File: src/rtl/pooling_unit_2x2_if.sv
// Pooling unit bus interface.
// Bundles the start/done handshake, the read port to the input feature-map
// RAM and the write port to the output feature-map buffer.
//   start, mode_avg, relu_en  : transaction request and its options
//   busy, done                : transaction status
//   in_map_rd_en/addr/pixel   : input RAM read port (1-cycle read latency)
//   out_map_write_en/addr/pixel : output buffer write port
// The slave modport is the pooling unit; the master modport is the controller
// and memory side that drives it.
interface pooling_unit_2x2_if #(
   parameter int DATA_W     = 16,
   parameter int IN_ADDR_W  = 10,
   parameter int OUT_ADDR_W = 8
);
   logic                         start;
   logic                         mode_avg;
   logic                         relu_en;
   logic                         busy;
   logic                         done;
   logic                         in_map_rd_en;
   logic        [IN_ADDR_W-1:0]  in_map_addr;
   logic signed [DATA_W-1:0]     in_map_pixel;
   logic                         out_map_write_en;
   logic        [OUT_ADDR_W-1:0] out_map_addr;
   logic signed [DATA_W-1:0]     out_map_pixel;

   modport slave (
      input  start, mode_avg, relu_en, in_map_pixel,
      output busy, done, in_map_rd_en, in_map_addr,
             out_map_write_en, out_map_addr, out_map_pixel
   );

   modport master (
      output start, mode_avg, relu_en, in_map_pixel,
      input  busy, done, in_map_rd_en, in_map_addr,
             out_map_write_en, out_map_addr, out_map_pixel
   );
endinterface

File: src/rtl/pooling_unit_2x2.sv
// 2x2 stride-2 pooling engine for multi-channel feature maps.
// One start/done transaction pools every channel: for each output pixel it
// reads the four window elements from the input RAM, reduces them by max or
// floor-average, optionally clamps negatives to zero, and writes the result.
// Each output costs six cycles (4 fetch, 1 drain, 1 write).
// Ports:
//   clk     : rising-edge clock
//   reset_n : asynchronous active-low reset, aborts any transaction
//   bus     : handshake, input-RAM read port and output write port
module pooling_unit_2x2 #(
   parameter int DATA_W     = 16,
   parameter int IN_W       = 26,
   parameter int IN_H       = 26,
   parameter int CHANNELS   = 1,
   parameter int IN_ADDR_W  = 10,
   parameter int OUT_ADDR_W = 8
) (
   input logic               clk,
   input logic               reset_n,
   pooling_unit_2x2_if.slave bus
);
   localparam int OUT_W  = IN_W / 2;
   localparam int OUT_H  = IN_H / 2;
   localparam int N      = OUT_W * OUT_H * CHANNELS;
   localparam int OCOL_W = (OUT_W > 1) ? $clog2(OUT_W) : 1;
   localparam int OROW_W = (OUT_H > 1) ? $clog2(OUT_H) : 1;
   localparam int CH_W   = (CHANNELS > 1) ? $clog2(CHANNELS) : 1;

   typedef enum logic [2:0] {IDLE, FETCH, DRAIN, WRITE, DONE} state_t;

   state_t                  state;
   logic [1:0]              k;
   logic [OCOL_W-1:0]       ocol, nxt_ocol;
   logic [OROW_W-1:0]       orow, nxt_orow;
   logic [CH_W-1:0]         ch, nxt_ch;
   logic [OUT_ADDR_W-1:0]   out_idx;
   logic                    avg_q, relu_q;
   logic signed [DATA_W-1:0]   pix, max_acc, max_fin, result;
   logic signed [DATA_W+1:0]   sum_acc, sum_fin;

   function automatic logic signed [DATA_W+1:0] sext(input logic signed [DATA_W-1:0] x);
      return (DATA_W+2)'(x);
   endfunction

   // Tie keeps the earlier element.
   function automatic logic signed [DATA_W-1:0] max2(input logic signed [DATA_W-1:0] keep,
                                                      input logic signed [DATA_W-1:0] cand);
      return (cand > keep) ? cand : keep;
   endfunction

   // Arithmetic shift floors toward -inf; the mean of four DATA_W values always fits DATA_W.
   function automatic logic signed [DATA_W-1:0] avg_floor(input logic signed [DATA_W+1:0] sum);
      logic signed [DATA_W+1:0] s;
      s = sum >>> 2;
      return s[DATA_W-1:0];
   endfunction

   function automatic logic signed [DATA_W-1:0] relu_clamp(input logic signed [DATA_W-1:0] x,
                                                            input logic en);
      return (en && x < 0) ? '0 : x;
   endfunction

   // Window element e: bit 1 selects the lower row, bit 0 the right column.
   function automatic logic [IN_ADDR_W-1:0] elem_addr(input logic [CH_W-1:0] c,
                                                       input logic [OROW_W-1:0] r,
                                                       input logic [OCOL_W-1:0] q,
                                                       input logic [1:0] e);
      int a;
      a = int'(c) * IN_W * IN_H + (2 * int'(r) + int'(e[1])) * IN_W + 2 * int'(q) + int'(e[0]);
      return IN_ADDR_W'(a);
   endfunction

   always_comb begin
      pix     = bus.in_map_pixel;
      max_fin = max2(max_acc, pix);
      sum_fin = sum_acc + sext(pix);
      result  = relu_clamp(avg_q ? avg_floor(sum_fin) : max_fin, relu_q);

      nxt_ocol = ocol + 1'b1;
      nxt_orow = orow;
      nxt_ch   = ch;
      if (ocol == OCOL_W'(OUT_W - 1)) begin
         nxt_ocol = '0;
         nxt_orow = orow + 1'b1;
         if (orow == OROW_W'(OUT_H - 1)) begin
            nxt_orow = '0;
            nxt_ch   = ch + 1'b1;
         end
      end
   end

   // Window reduction: element 0 seeds the accumulators, later elements fold in.
   always_ff @(posedge clk) begin
      if (state == FETCH && k != 2'd0) begin
         if (k == 2'd1) begin
            max_acc <= pix;
            sum_acc <= sext(pix);
         end else begin
            max_acc <= max_fin;
            sum_acc <= sum_fin;
         end
      end
   end

   always_ff @(posedge clk or negedge reset_n) begin
      if (!reset_n) begin
         state                <= IDLE;
         k                    <= '0;
         ocol                 <= '0;
         orow                 <= '0;
         ch                   <= '0;
         out_idx              <= '0;
         avg_q                <= 1'b0;
         relu_q               <= 1'b0;
         bus.in_map_rd_en     <= 1'b0;
         bus.in_map_addr      <= '0;
         bus.out_map_write_en <= 1'b0;
         bus.out_map_addr     <= '0;
         bus.out_map_pixel    <= '0;
         bus.busy             <= 1'b0;
         bus.done             <= 1'b0;
      end else begin
         case (state)
            IDLE: begin
               if (bus.start) begin
                  avg_q            <= bus.mode_avg;
                  relu_q           <= bus.relu_en;
                  k                <= '0;
                  ocol             <= '0;
                  orow             <= '0;
                  ch               <= '0;
                  out_idx          <= '0;
                  bus.in_map_rd_en <= 1'b1;
                  bus.in_map_addr  <= '0;
                  bus.busy         <= 1'b1;
                  state            <= FETCH;
               end
            end
            FETCH: begin
               if (k == 2'd3) begin
                  bus.in_map_rd_en <= 1'b0;
                  state            <= DRAIN;
               end else begin
                  bus.in_map_addr <= elem_addr(ch, orow, ocol, k + 2'd1);
                  k               <= k + 2'd1;
               end
            end
            DRAIN: begin
               bus.out_map_write_en <= 1'b1;
               bus.out_map_addr     <= out_idx;
               bus.out_map_pixel    <= result;
               state                <= WRITE;
            end
            WRITE: begin
               bus.out_map_write_en <= 1'b0;
               if (out_idx == OUT_ADDR_W'(N - 1)) begin
                  bus.done <= 1'b1;
                  state    <= DONE;
               end else begin
                  out_idx          <= out_idx + 1'b1;
                  ocol             <= nxt_ocol;
                  orow             <= nxt_orow;
                  ch               <= nxt_ch;
                  k                <= '0;
                  bus.in_map_rd_en <= 1'b1;
                  bus.in_map_addr  <= elem_addr(nxt_ch, nxt_orow, nxt_ocol, 2'd0);
                  state            <= FETCH;
               end
            end
            DONE: begin
               bus.done <= 1'b0;
               bus.busy <= 1'b0;
               state    <= IDLE;
            end
            default: state <= IDLE;
         endcase
      end
   end
endmodule

File: src/flat_wrapper.sv
// flat-port wrapper written by rule: the top's interface ports become plain ports
module pooling_unit_2x2_flat 
#(
   parameter int DATA_W     = 16,
   parameter int IN_W       = 26,
   parameter int IN_H       = 26,
   parameter int CHANNELS   = 1,
   parameter int IN_ADDR_W  = 10,
   parameter int OUT_ADDR_W = 8
)
  (clk, reset_n, bus_start, bus_mode_avg, bus_relu_en, bus_in_map_pixel, bus_busy, bus_done, bus_in_map_rd_en, bus_in_map_addr, bus_out_map_write_en, bus_out_map_addr, bus_out_map_pixel);
  pooling_unit_2x2_if #(.DATA_W(DATA_W), .IN_ADDR_W(IN_ADDR_W), .OUT_ADDR_W(OUT_ADDR_W)) bus_i ();
  input logic clk;
  input logic reset_n;
  input wire logic [$bits(bus_i.start)-1:0] bus_start;
  input wire logic [$bits(bus_i.mode_avg)-1:0] bus_mode_avg;
  input wire logic [$bits(bus_i.relu_en)-1:0] bus_relu_en;
  input wire logic [$bits(bus_i.in_map_pixel)-1:0] bus_in_map_pixel;
  output wire logic [$bits(bus_i.busy)-1:0] bus_busy;
  output wire logic [$bits(bus_i.done)-1:0] bus_done;
  output wire logic [$bits(bus_i.in_map_rd_en)-1:0] bus_in_map_rd_en;
  output wire logic [$bits(bus_i.in_map_addr)-1:0] bus_in_map_addr;
  output wire logic [$bits(bus_i.out_map_write_en)-1:0] bus_out_map_write_en;
  output wire logic [$bits(bus_i.out_map_addr)-1:0] bus_out_map_addr;
  output wire logic [$bits(bus_i.out_map_pixel)-1:0] bus_out_map_pixel;
  assign bus_i.start = bus_start;
  assign bus_i.mode_avg = bus_mode_avg;
  assign bus_i.relu_en = bus_relu_en;
  assign bus_i.in_map_pixel = bus_in_map_pixel;
  assign bus_busy = bus_i.busy;
  assign bus_done = bus_i.done;
  assign bus_in_map_rd_en = bus_i.in_map_rd_en;
  assign bus_in_map_addr = bus_i.in_map_addr;
  assign bus_out_map_write_en = bus_i.out_map_write_en;
  assign bus_out_map_addr = bus_i.out_map_addr;
  assign bus_out_map_pixel = bus_i.out_map_pixel;
  pooling_unit_2x2 #(.DATA_W(DATA_W), .IN_W(IN_W), .IN_H(IN_H), .CHANNELS(CHANNELS), .IN_ADDR_W(IN_ADDR_W), .OUT_ADDR_W(OUT_ADDR_W)) u_core (.clk(clk), .reset_n(reset_n), .bus(bus_i));
endmodule
File: config.mk
export PLATFORM = sky130hd
export DESIGN_NAME = pooling_unit_2x2_flat
export DESIGN_NICKNAME = d
export VERILOG_FILES = /design/src/rtl/pooling_unit_2x2_if.sv /design/src/rtl/pooling_unit_2x2.sv /design/src/flat_wrapper.sv
export SDC_FILE = /design/constraint.sdc
export NUM_CORES = 1
export LEC_CHECK = 0
export BUFFER_PORTS_ARGS = -buffer_cell sky130_fd_sc_hd__buf_4
export CORE_AREA = 2 2 108 110
export CTS_BUF_LIST = sky130_fd_sc_hd__clkbuf_2 sky130_fd_sc_hd__clkbuf_4 sky130_fd_sc_hd__clkbuf_8
export DETAILED_ROUTE_END_ITERATION = 10
export DIE_AREA = 0 0 110 112
export PLACE_DENSITY = 0.83
export SLEW_MARGIN = 0
export SYNTH_ARGS = -nofsm -noshare
export SYNTH_HDL_FRONTEND = slang
export SYNTH_SLANG_ARGS = --single-unit
File: constraint.sdc
create_clock -name clk -period 5.26 [get_ports clk]
set_input_delay 0.263 -clock clk [delete_from_list [all_inputs] [get_ports clk]]
set_output_delay 0.263 -clock clk [all_outputs]
set_load 0.05 [all_outputs]
==> impl_results.md, run 1 <==
* Outcome: finished clean
* Layout Cells excl Fill at about 920
* Post-CTS setup buffer count at 0
* IO Port Bufs at between 50 and 60
* Final hold viol count at 0
* Synth Flop Type: dfrtp_1
* PwrDens at between 700 and 800 nW/um^2
* DRC viols at 0
* Leak at roughly 3.8 nW
* Commonest non-fill, non-tap cell in the layout: nand2_1
* Sequential Area at between 2000 and 3000 sq um
* Remaining Overflow, GRT at 0
* Hold_ws at 0.0816 ns
* Gr usage total at between 20 and 30%
* RSZ-0062 raised after global routing: false
* Die width at ~110 microns
* RR Endpoint: u_core.bus.in_map_addr[9]
* Hold_sp: bus_relu_en
* Worst path required time at 5.57 ns
* CTS tree: built
* First-pass GRT wire length at ~27000 microns
* Initial core utilization at slightly above 60%
* Die height at ~110 microns
* Footprint of the multi-input gates at 4080 sq um
* Fmax at between 0.2 and 0.25 GHz
* Vias in the first global route at about 5.7k
* Worst Setup Slack, final at 0.800 ns
* Max-slew headroom at between 10% and 20%
* Gate Count Post-Synth at 723
* Startpoint types: register
* Worst R2R Setup Slack at roughly 0.80 ns
* Crit path DAT at 4.77 ns
* Via/cell ratio at slightly below 6
* Reg2reg start: u_core.ocol[0]
* Final GP Congestion at roughly 0.97
* Slowest stage cell, crit path: o21ai_0
* Placement Setup Slack at around 0.81 ns
* Most frequent cells in the layout: nand2_1, ha_1, buf_4, dfrtp_1, o21ai_0
* DRT Pass-1 Iters at 7
* Worst setup EP type: register
* H-Tree Depth at 3
* Nets at ~890
* Synth cell types at 59
* Area grow syn2layout at 10.5%
* Tightest Pin Transition at 1.21 ns
* Total power draw at between 5 and 6 mW
* Seq/Total Area, Yosys at ~37%
* Max Slew Vio Count at 0
* Min cycle time layout at 4.46 ns
* Clock buffer depth at 2
* Asr flop ratio synth at between 60% and 70%
* Die ar. at between 10000 and 15000 sq um
* Row Count at 39
* R2R cell count at 17
* Hold depth at 3
* Critical Path Fanout Max at 5
* Clock sink count at 96
* DP Wirelength at roughly 12000 microns
* Most frequent CP cell: ha_1
* Number of synthesized register bits at 96
* Largest net degree at the start of global routing at 63
* Fill cells at ~880
* Ys Warns at 0
* Maximum VDD drop at about 0.51 mV
* Syn_area_per_cell at between 9 and 10 sq um
* Final setup fails at 0
* Synthesized cell area at 6930 sq um
* Setup Skew at roughly 0.014 ns
* CP peak stage delay at 0.49 ns
* Iteration-0 DRC Markers at around 370
* WHS Endpoint: u_core.relu_q
* Top Ports at 59
* Post-route ant nets at 0
* Via count at between 5k and 6k
* Core area at ~11000 sq um
* Post-Route WL at 16000 microns
* Ant diodes at 0
* Period utilization at 84.8%
* Initial antenna violation count at 0
* CTS clk-pin slew, worst paths at around 0.10 ns
* Avg WL per Cell at between 15 and 20 microns
* Root buffer cell: clkbuf_8
* Worst-skew pair later-pin latency at roughly 0.38 ns
* Max-cap check violation count at 0
* Kind of critical path: register to register
* Critical-path cell list: inv_1 > ha_1 > and3_1 > nand2_1 > o21ai_0 > ha_1 > ha_1 > ha_1 > fa_1 > xor2_1 > ha_1 > ha_1 > a31oi_1 > xnor2_1 > xnor2_1 > a22oi_1 > o21ai_0
* Share of cells above drive strength 1 at between 10 and 15%
* Setup TNS at 0 ns
* TritonCTS buffer count at 9
* Post-synth EDFFs at 34
* Worst Hold Class: input pin to register
* Post-synthesis net count at 841
* Placed cells at just over 900
[power by group]
part / total [mW] / switching [mW] / internal (mW)
sequential: 1.50 / 0.261 / 1.24
clock: 0.479 / 0.294 / 0.185
combinational: 3.51 / 2.16 / 1.35
total: 5.48 / 2.71 / 2.77
[cell type report]
| class | instances | area share, % |
|---|---|---|
| sequential | 96 | 33.6 |
| timing repair buffer | 63 | 6.20 |
| tap | 143 | 2.33 |
| clock buffer | 10 | 1.71 |
| clock inverter | 6 | 0.620 |
| multi-input combinational | 557 | 53.3 |
| inverter | 47 | 2.30 |
[Yosys cell counts, drive strengths merged (2+ instances only)]
cell / n / area (sq um)
fa: 7 / 140
mux2: 30 / 338
or4: 2 / 15.0
and3: 4 / 25.0
o211a: 5 / 50.1
o21a: 2 / 15.0
o31a: 2 / 17.5
dfrtp: 62 / 1550
a221oi: 2 / 17.5
nand3b: 3 / 22.5
clkbuf: 19 / 71.3
xnor2: 28 / 245
a22oi: 5 / 37.5
o22ai: 2 / 12.5
nand2: 103 / 387
nand3: 14 / 70.1
a21o: 14 / 105
o21bai: 4 / 30.0
and2: 6 / 37.5
o211ai: 4 / 30.0
inv: 46 / 173
a211oi: 2 / 15.0
o31ai: 10 / 75.1
buf: 4 / 41.3
nand4: 3 / 18.8
edfxtp: 34 / 1020
a31oi: 6 / 37.5
nor2b: 5 / 31.3
o21ai: 61 / 317
xor2: 19 / 166
nor2: 42 / 165
ha: 90 / 1130
a21oi: 44 / 220
mux2i: 6 / 63.8
nand2b: 5 / 31.3
nor3: 10 / 50.1
or3: 2 / 12.5
[per-layer routing]
| metal | wire length [microns] | track usage (%) | vias to the layer above |
|---|---|---|---|
| met5 | 0 | 0 | - |
| li1 | - | - | 2671 |
| met2 | 8040 | 46.7 | 173 |
| met1 | 6710 | 35.0 | 2603 |
| met3 | 839 | 3.69 | 42 |
| met4 | 459 | 12.4 | 0 |
[kinds of logic (layout without fill, tap and decap cells)]
family,Yosys count,after routing,synth area share (%)
adders and majority gates,97,97,18.3
DFF,96,96,37.1
and+or+nand+nor,205,205,13.2
muxes,36,36,5.79
AOI/OAI and AO/OA,172,172,15.5
buffers and inverters,70,126,4.17
xor gates and xnor gates,47,47,5.94
[how the worst max path moves through the flow]
stage | start | cells after the start | to
6_report | u_core.ocol[0] | 17 | u_core.bus.in_map_addr[9]
4_1_cts | u_core.ocol[0] | 17 | u_core.bus.in_map_addr[9]
5_1_grt | u_core.ocol[0] | 17 | u_core.bus.in_map_addr[9]
2_1_floorplan | u_core.ocol[0] | 17 | u_core.bus.in_map_addr[9]
3_5_place_dp | u_core.ocol[0] | 17 | u_core.bus.in_map_addr[9]
3_3_place_gp | u_core.ocol[0] | 17 | u_core.bus.in_map_addr[9]
[flip-flops by register name, summed over array words and instances, names as in the netlist]
register / flops
u_core.avg_q: 1
u_core.bus.busy: 1
u_core.bus.done: 1
u_core.bus.in_map_addr: 10
u_core.bus.in_map_rd_en: 1
u_core.bus.out_map_addr: 8
u_core.bus.out_map_pixel: 16
u_core.bus.out_map_write_en: 1
u_core.ch: 1
u_core.k: 2
u_core.max_acc: 16
u_core.ocol: 4
u_core.orow: 4
u_core.out_idx: 8
u_core.relu_q: 1
u_core.state: 3
u_core.sum_acc: 18
[repair_timing]
item	CTS	global route
gates resized for setup	0	0
endpoints found under the hold margin	27	0
hold buffers	1	0
[through the flow]
step | cell area [sq um] | utilization (%)
5_1_grt | 7660 | 68.6
3_5_place_dp | 7470 | 66.9
3_3_place_gp | 7470 | 66.9
4_1_cts | 7660 | 68.6
6_report | 7660 | 68.6
2_1_floorplan | 6930 | -
[worst max-delay path, delay by kind of cell (launching register included)]
kind	cells	cell delay, ns
adder cells (fa/ha/maj)	7	1.98
AO/OA/AOI/OAI	4	1.00
buffers and inverters	1	0.15
AND/OR/NAND/NOR	2	0.36
XOR/XNOR	3	0.48
flip-flops	1	0.43
Note: power is estimated with default switching activity, not from simulation.
==> run 2: changes to the inputs <==
CORE_AREA = 2 2 114 116   (was 2 2 108 110)
DIE_AREA = 0 0 116 118   (was 0 0 110 112)
PLACE_DENSITY = 0.78   (was 0.83)
clock period = 3.75 ns   (was 5.26 ns; I/O delays follow)
==> impl_results.md, run 2 (synthesis results as in run 1) <==
* Outcome: finished clean (unchanged)
* Clock sink count at 96 (unchanged)
* Iteration-0 DRC Markers at 411 (was 366)
* Worst R2R Setup Slack at 0.06 ns (was 0.80 ns)
* Sequential Area at 2570 sq um (unchanged)
* Clock buffer depth at 2 (unchanged)
* Biggest register: u_core.sum_acc (unchanged)
* Initial antenna violation count at 0 (unchanged)
* H-Tree Depth at 3 (unchanged)
* CTS tree: built (unchanged)
* Critical Path Fanout Max at 4 (was 5)
* Commonest non-fill, non-tap cell in the layout: nand2_1 (unchanged)
* Worst-skew pair later-pin latency at 0.40 ns (was 0.38 ns)
* Setup Skew at 0.0162 ns (was 0.0139 ns)
* Number of flip-flops in the largest register at 18 (unchanged)
* Crit path DAT at 3.93 ns (was 4.77 ns)
* Worst path required time at 3.99 ns (was 5.57 ns)
* Top Ports at 59 (unchanged)
* Footprint of the multi-input gates at 4340 sq um (was 4080 sq um)
* Hold_ws at 0.108 ns (was 0.0816 ns)
* Die ar. at 13700 sq um (was 12300 sq um)
* Critical-path cell list: inv_2 > ha_4 > and3_4 > nand2_4 > nor3_1 > a21oi_2 > inv_2 > ha_1 > inv_1 > ha_1 > ha_4 > xor2_1 > ha_2 > ha_4 > a31oi_1 > xnor2_1 > xnor2_1 > a22oi_1 > o21ai_1 (was inv_1 > ha_1 > and3_1 > nand2_1 > o21ai_0 > ha_1 > ha_1 > ha_1 > fa_1 > xor2_1 > ha_1 > ha_1 > a31oi_1 > xnor2_1 > xnor2_1 > a22oi_1 > o21ai_0)
* DRC viols at 0 (unchanged)
* Die height at 118 microns (was 112 microns)
* Fmax at 0.271 GHz (was 0.224 GHz)
* Biggest regs: u_core.sum_acc (18), u_core.bus.out_map_pixel (16), u_core.max_acc (16) (unchanged)
* TritonCTS buffer count at 9 (unchanged)
* Kind of critical path: register to register (unchanged)
* Period utilization at 98.5% (was 84.8%)
* Vias in the first global route at 5823 (was 5706)
* Gr usage total at 25.4% (was 27.7%)
* Die width at 116 microns (was 110 microns)
* First-pass GRT wire length at 27400 microns (was 26800 microns)
* Share of cells above drive strength 1 at 22.2% (was 14.6%)
* Tightest Pin Transition at 1.11 ns (was 1.21 ns)
* Post-route ant nets at 0 (unchanged)
* Placed instance area at 7700 sq um (was 7470 sq um)
* DP Wirelength at 12200 microns (was 11700 microns)
* Final setup fails at 0 (unchanged)
* Avg WL per Cell at 17.4 microns (about the same)
* Nets at 925 (was 892)
* Max-slew headroom at 25.5% (was 19.5%)
* Min cycle time layout at 3.69 ns (was 4.46 ns)
* Most frequent cells in the layout: nand2_1, buf_4, ha_1 (was nand2_1, ha_1, buf_4, dfrtp_1, o21ai_0)
* Row Count at 41 (was 39)
* Worst setup EP type: register (unchanged)
* Core area at 12400 sq um (was 11200 sq um)
* Fin area at 8240 sq um (was 7660 sq um)
* Startpoint types: register (unchanged)
* PwrDens at 1010 nW/um^2 (was 716 nW/um^2)
* Remaining Overflow, GRT at 0 (unchanged)
* Largest net degree at the start of global routing at 63 (unchanged)
* Final hold viol count at 0 (unchanged)
* Most frequent CP cell: ha_4 (was ha_1)
* Leak at 3.92 nW (was 3.77 nW)
* Initial core utilization at 55.9% (was 62.1%)
* Max Slew Vio Count at 0 (unchanged)
* Fill cells at 991 (was 876)
* Post-Route WL at 17100 microns (was 16000 microns)
* Root buffer cell: clkbuf_8 (unchanged)
* Maximum VDD drop at 0.765 mV (was 0.508 mV)
* Area grow syn2layout at 18.9% (was 10.5%)
* Via count at 5790 (was 5489)
* Max-cap check violation count at 0 (unchanged)
* CP peak stage delay at 0.41 ns (was 0.49 ns)
* IO Port Bufs at 58 (unchanged)
* DRT Pass-1 Iters at 6 (was 7)
* Worst Hold Class: input pin to register (unchanged)
* Slowest stage cell, crit path: dfrtp_1 (was o21ai_0)
* CTS clk-pin slew, worst paths at 0.11 ns (was 0.10 ns)
* Final GP Congestion at 0.945 (was 0.971)
* Via/cell ratio at 5.88 (was 5.95)
* Ant diodes at 0 (unchanged)
* Total power draw at 8.32 mW (was 5.48 mW)
run 2: cell count changes in the layout (fill, tap and decap cells not counted), sizes merged:
cell	previous run	this run
inv	52	48
dlygate4sd3	1	3
bufinv	0	1
clkinv	1	3
clkbuf	10	11
buf	62	93
run 2: stage by stage:
stage          worst slack (ns)  setup TNS, ns  instances  utilization [%]
2_1_floorplan            0.0115              0        723                -
3_3_place_gp             0.0399              0        957             62.0
3_5_place_dp            -0.0787         -0.102        957             62.0
4_1_cts                 0.00333              0        977             64.1
5_1_grt                 -0.0838         -0.119        984             66.4
6_report                 0.0565              0        984             66.4
run 2: metal layers:
layer	track usage, %	share of wire, %	vias to the layer above
met5	0	0	-
met4	11.6	3.1	0
met3	3.30	4.4	47
met2	44.3	52	177
met1	30.7	40	2816
li1	-	-	2750
run 2: final cells by class:
cell class | instances | area share (%)
inverters | 47 | 2.14
well taps | 172 | 2.61
repair buffers | 96 | 8.88
clock inverters | 5 | 0.759
clock buffers | 11 | 1.76
flip-flops and latches | 96 | 31.2
multi-input cells | 557 | 52.6
run 2: critical path, delay by kind of cell (launching register included):
kind            cells  cell delay, ns
fa+ha+maj           6            1.35
xor+xnor            3            0.45
flops               1            0.41
simple gates        3            0.55
compound gates      4            0.54
buf+inv             3            0.23
run 2: where the power goes:
group / total [mW] / switching, mW / internal, mW
Combinational: 5.50 / 3.25 / 2.25
Clock: 0.745 / 0.406 / 0.339
Sequential: 2.08 / 0.341 / 1.74
run 2: final timing paths:
| path | startpoint | to | depth (start not counted) |
|---|---|---|---|
| hold / removal | bus_in_map_pixel[7] | u_core.sum_acc[7] | 3 |
| hold reg to reg | u_core.bus.out_map_addr[6] | u_core.bus.out_map_addr[6] | 2 |
| setup / recovery | u_core.ocol[0] | u_core.bus.in_map_addr[9] | 19 |
| max in group asynchronous | reset_n | u_core.bus.out_map_pixel[2] | 2 |
| min in group asynchronous | reset_n | u_core.bus.in_map_addr[8] | 2 |
| setup reg to reg | u_core.ocol[0] | u_core.bus.in_map_addr[9] | 19 |
run 2: what timing repair did:
item | 4_1_cts | 5_1_grt
pin swaps | 3 | 17
setup buffers | 1 | 7
gates resized for setup | 4 | 40
endpoints found under the hold margin | 64 | 0
setup endpoints to repair | 2 | 4
hold buffers | 3 | 0
==> run 3: changes to the inputs <==
--- a/config.mk
+++ b/config.mk
@@ -13,2 +13,3 @@
 export PLACE_DENSITY = 0.78
+export SKIP_LAST_GASP = 1
 export SLEW_MARGIN = 0
==> constraint.sdc (replaced) <==
create_clock -name clk -period 3.75 [get_ports clk]
set_input_delay 0.75 -clock clk [delete_from_list [all_inputs] [get_ports clk]]
set_output_delay 0.75 -clock clk [all_outputs]
set_load 0.05 [all_outputs]
==> impl_results.md, run 3 (synthesis results as in run 1) <==
* Setup Skew at 0.0173 ns (was 0.0162 ns)
* Top Ports at 59 (unchanged)
* Kind of critical path: register to register (unchanged)
* IO Port Bufs at 58 (unchanged)
* Clock buffer depth at 2 (unchanged)
* Crit path DAT at 3.91 ns (was 3.93 ns)
* Iteration-0 DRC Markers at 386 (was 411)
* Max Slew Vio Count at 0 (unchanged)
* Period utilization at 97.7% (was 98.5%)
* Worst R2R Setup Slack at 0.08 ns (was 0.06 ns)
* Leak at 3.95 nW (was 3.92 nW)
* Max-cap check violation count at 0 (unchanged)
* Via count at 5750 (was 5790)
* Row Count at 41 (unchanged)
* Final GP Congestion at 0.960 (was 0.945)
* Commonest non-fill, non-tap cell in the layout: nand2_1 (unchanged)
* Placed instance area at 7780 sq um (was 7700 sq um)
* Slowest stage cell, crit path: dfrtp_1 (unchanged)
* CTS clk-pin slew, worst paths at 0.11 ns (about the same)
* Setup TNS at 0 ns (unchanged)
* Clock sink count at 96 (unchanged)
* Area grow syn2layout at 18.2% (was 18.9%)
* Critical Path Fanout Max at 4 (unchanged)
* Max-slew headroom at 16.0% (was 25.5%)
* Min cycle time layout at 3.67 ns (was 3.69 ns)
* Maximum VDD drop at 0.464 mV (was 0.765 mV)
* DRC viols at 0 (unchanged)
* Post-Route WL at 17100 microns (about the same)
* Crit-path leading delay family: adder cells (unchanged)
* RR Endpoint: u_core.bus.in_map_addr[9] (unchanged)
* Worst path required time at 4.00 ns (was 3.99 ns)
* Die width at 116 microns (unchanged)
* DP Wirelength at 12400 microns (was 12200 microns)
* First-pass GRT wire length at 27300 microns (was 27400 microns)
* Outcome: finished clean (unchanged)
* Ant diodes at 0 (unchanged)
* Vias in the first global route at 5741 (was 5823)
* Worst-skew pair later-pin latency at 0.41 ns (was 0.40 ns)
* Tightest Pin Transition at 1.26 ns (was 1.11 ns)
* CP peak stage delay at 0.41 ns (about the same)
* Worst Hold Class: input pin to async pin (was input pin to register)
* Nets at 928 (was 925)
* Die height at 118 microns (unchanged)
* CTS tree: built (unchanged)
* Fmax at 0.273 GHz (was 0.271 GHz)
* Fin area at 8190 sq um (was 8240 sq um)
* Post-route ant nets at 0 (unchanged)
* Core area at 12400 sq um (unchanged)
* Worst setup EP type: register (unchanged)
* WP buf/inv at 1 (was 3)
* PwrDens at 1020 nW/um^2 (was 1010 nW/um^2)
* CTS Hold Buffers Added at 0 (was 3)
* Final setup fails at 0 (unchanged)
* Via/cell ratio at 5.83 (was 5.88)
* Final hold viol count at 0 (unchanged)
* Remaining Overflow, GRT at 0 (unchanged)
* Root buffer cell: clkbuf_8 (unchanged)
* Initial antenna violation count at 0 (unchanged)
* Biggest register: u_core.sum_acc (unchanged)
* Avg WL per Cell at 17.3 microns (was 17.4 microns)
* Most frequent CP cell: ha_1 (was ha_4)
* DRT Pass-1 Iters at 5 (was 6)
* R2R cell count at 17 (was 19)
* Biggest regs: u_core.sum_acc (18), u_core.bus.out_map_pixel (16), u_core.max_acc (16) (unchanged)
* Startpoint types: register (unchanged)
* Initial core utilization at 55.9% (unchanged)
* Gr usage total at 25.4% (about the same)
* Number of flip-flops in the largest register at 18 (unchanged)
* H-Tree Depth at 3 (unchanged)
* Die ar. at 13700 sq um (unchanged)
* Fill cells at 1002 (was 991)
* TritonCTS buffer count at 9 (unchanged)
* Largest net degree at the start of global routing at 63 (unchanged)
* Most frequent cells in the layout: nand2_1, buf_4, ha_1 (unchanged)
* Share of cells above drive strength 1 at 22.0% (was 22.2%)
* Critical-path cell list: inv_2 > ha_4 > and3_4 > nand2_2 > o21ai_2 > ha_1 > ha_1 > ha_2 > fa_2 > xor2_1 > ha_1 > ha_1 > a31oi_2 > xnor2_1 > xnor2_1 > a22oi_1 > o21ai_1 (was inv_2 > ha_4 > and3_4 > nand2_4 > nor3_1 > a21oi_2 > inv_2 > ha_1 > inv_1 > ha_1 > ha_4 > xor2_1 > ha_2 > ha_4 > a31oi_1 > xnor2_1 > xnor2_1 > a22oi_1 > o21ai_1)
* Stages on the worst setup path at 17 (was 19)
* Reg2reg start: u_core.ocol[1] (was u_core.ocol[0])
## run 3: cell types whose count changed in the layout (fill, tap and decap cells not counted), moves of 3 or more
cell	delta
buf_4	+6
dlygate4sd3_1	-3
ha_1	+6
ha_4	-7
inv_1	+3
inv_2	-3
## run 3: worst reg2reg max path, stage by stage (launching register included)
cell and delay [ns]:
dfrtp_1 0.41, inv_2 0.09, ha_4 0.16, and3_4 0.21
nand2_2 0.08, o21ai_2 0.18, ha_1 0.25, ha_1 0.28
ha_2 0.19, fa_2 0.35, xor2_1 0.17, ha_1 0.20
ha_1 0.30, a31oi_2 0.15, xnor2_1 0.15, xnor2_1 0.08
a22oi_1 0.17, o21ai_1 0.08
## run 3: routing by layer
metal	GRT usage, %	part of all wire (%)	vias up
met5	0	0	-
met4	8.33	2.0	0
met3	5.77	5.2	24
met2	43.8	51	194
met1	31.0	42	2791
li1	-	-	2741
## run 3: area by class of cell
type | count | area [sq um] | share of cell area, %
sequential | 96 | 2570 | 31.4
inverter | 47 | 176 | 2.15
timing repair buffer | 99 | 756 | 9.22
multi-input combinational | 557 | 4260 | 52.0
clock buffer | 9 | 124 | 1.51
clock inverter | 7 | 85.1 | 1.04
tap | 172 | 215 | 2.63
## run 3: metrics by stage
stage               instances  hold slack (ns)  utilization, %  setup WS [ns]  power, mW
floorplan                 723            0.454               -         0.0115       5.76
global placement          966            0.465            62.7       -0.00634       7.08
detailed placement        966            0.471            62.7         -0.103       7.28
CTS                       983            0.463            64.6         0.0145       8.10
global route              987            0.506            66.0        -0.0566       9.00
finish                    987            0.436            66.0         0.0844       8.38
## run 3: timing repair
item	in CTS	in global routing
pin swaps	2	11
resized for setup	5	25
hold endpoints to repair	0	0
buffers inserted	1	4
endpoints found under the setup margin	2	3
## run 3: worst max-delay path by stage
stage | startpoint | endpoint | slack, ns
after floorplan | u_core.ocol[1] | u_core.bus.in_map_addr[9] | 0.01
after global placement | bus_in_map_pixel[13] | u_core.bus.out_map_pixel[6] | -0.006
after detailed placement | u_core.ocol[1] | u_core.bus.in_map_addr[9] | -0.10
after CTS | u_core.ocol[0] | u_core.bus.in_map_addr[9] | 0.01
after global routing | u_core.ocol[1] | u_core.bus.in_map_addr[8] | -0.06
final | u_core.ocol[1] | u_core.bus.in_map_addr[9] | 0.08
## run 3: report_power, final
part | internal [mW] | switching, mW | leakage, nW
combinational | 2.28 | 3.27 | 2.72
sequential | 1.74 | 0.339 | 1.13
clock | 0.324 | 0.434 | 0.109
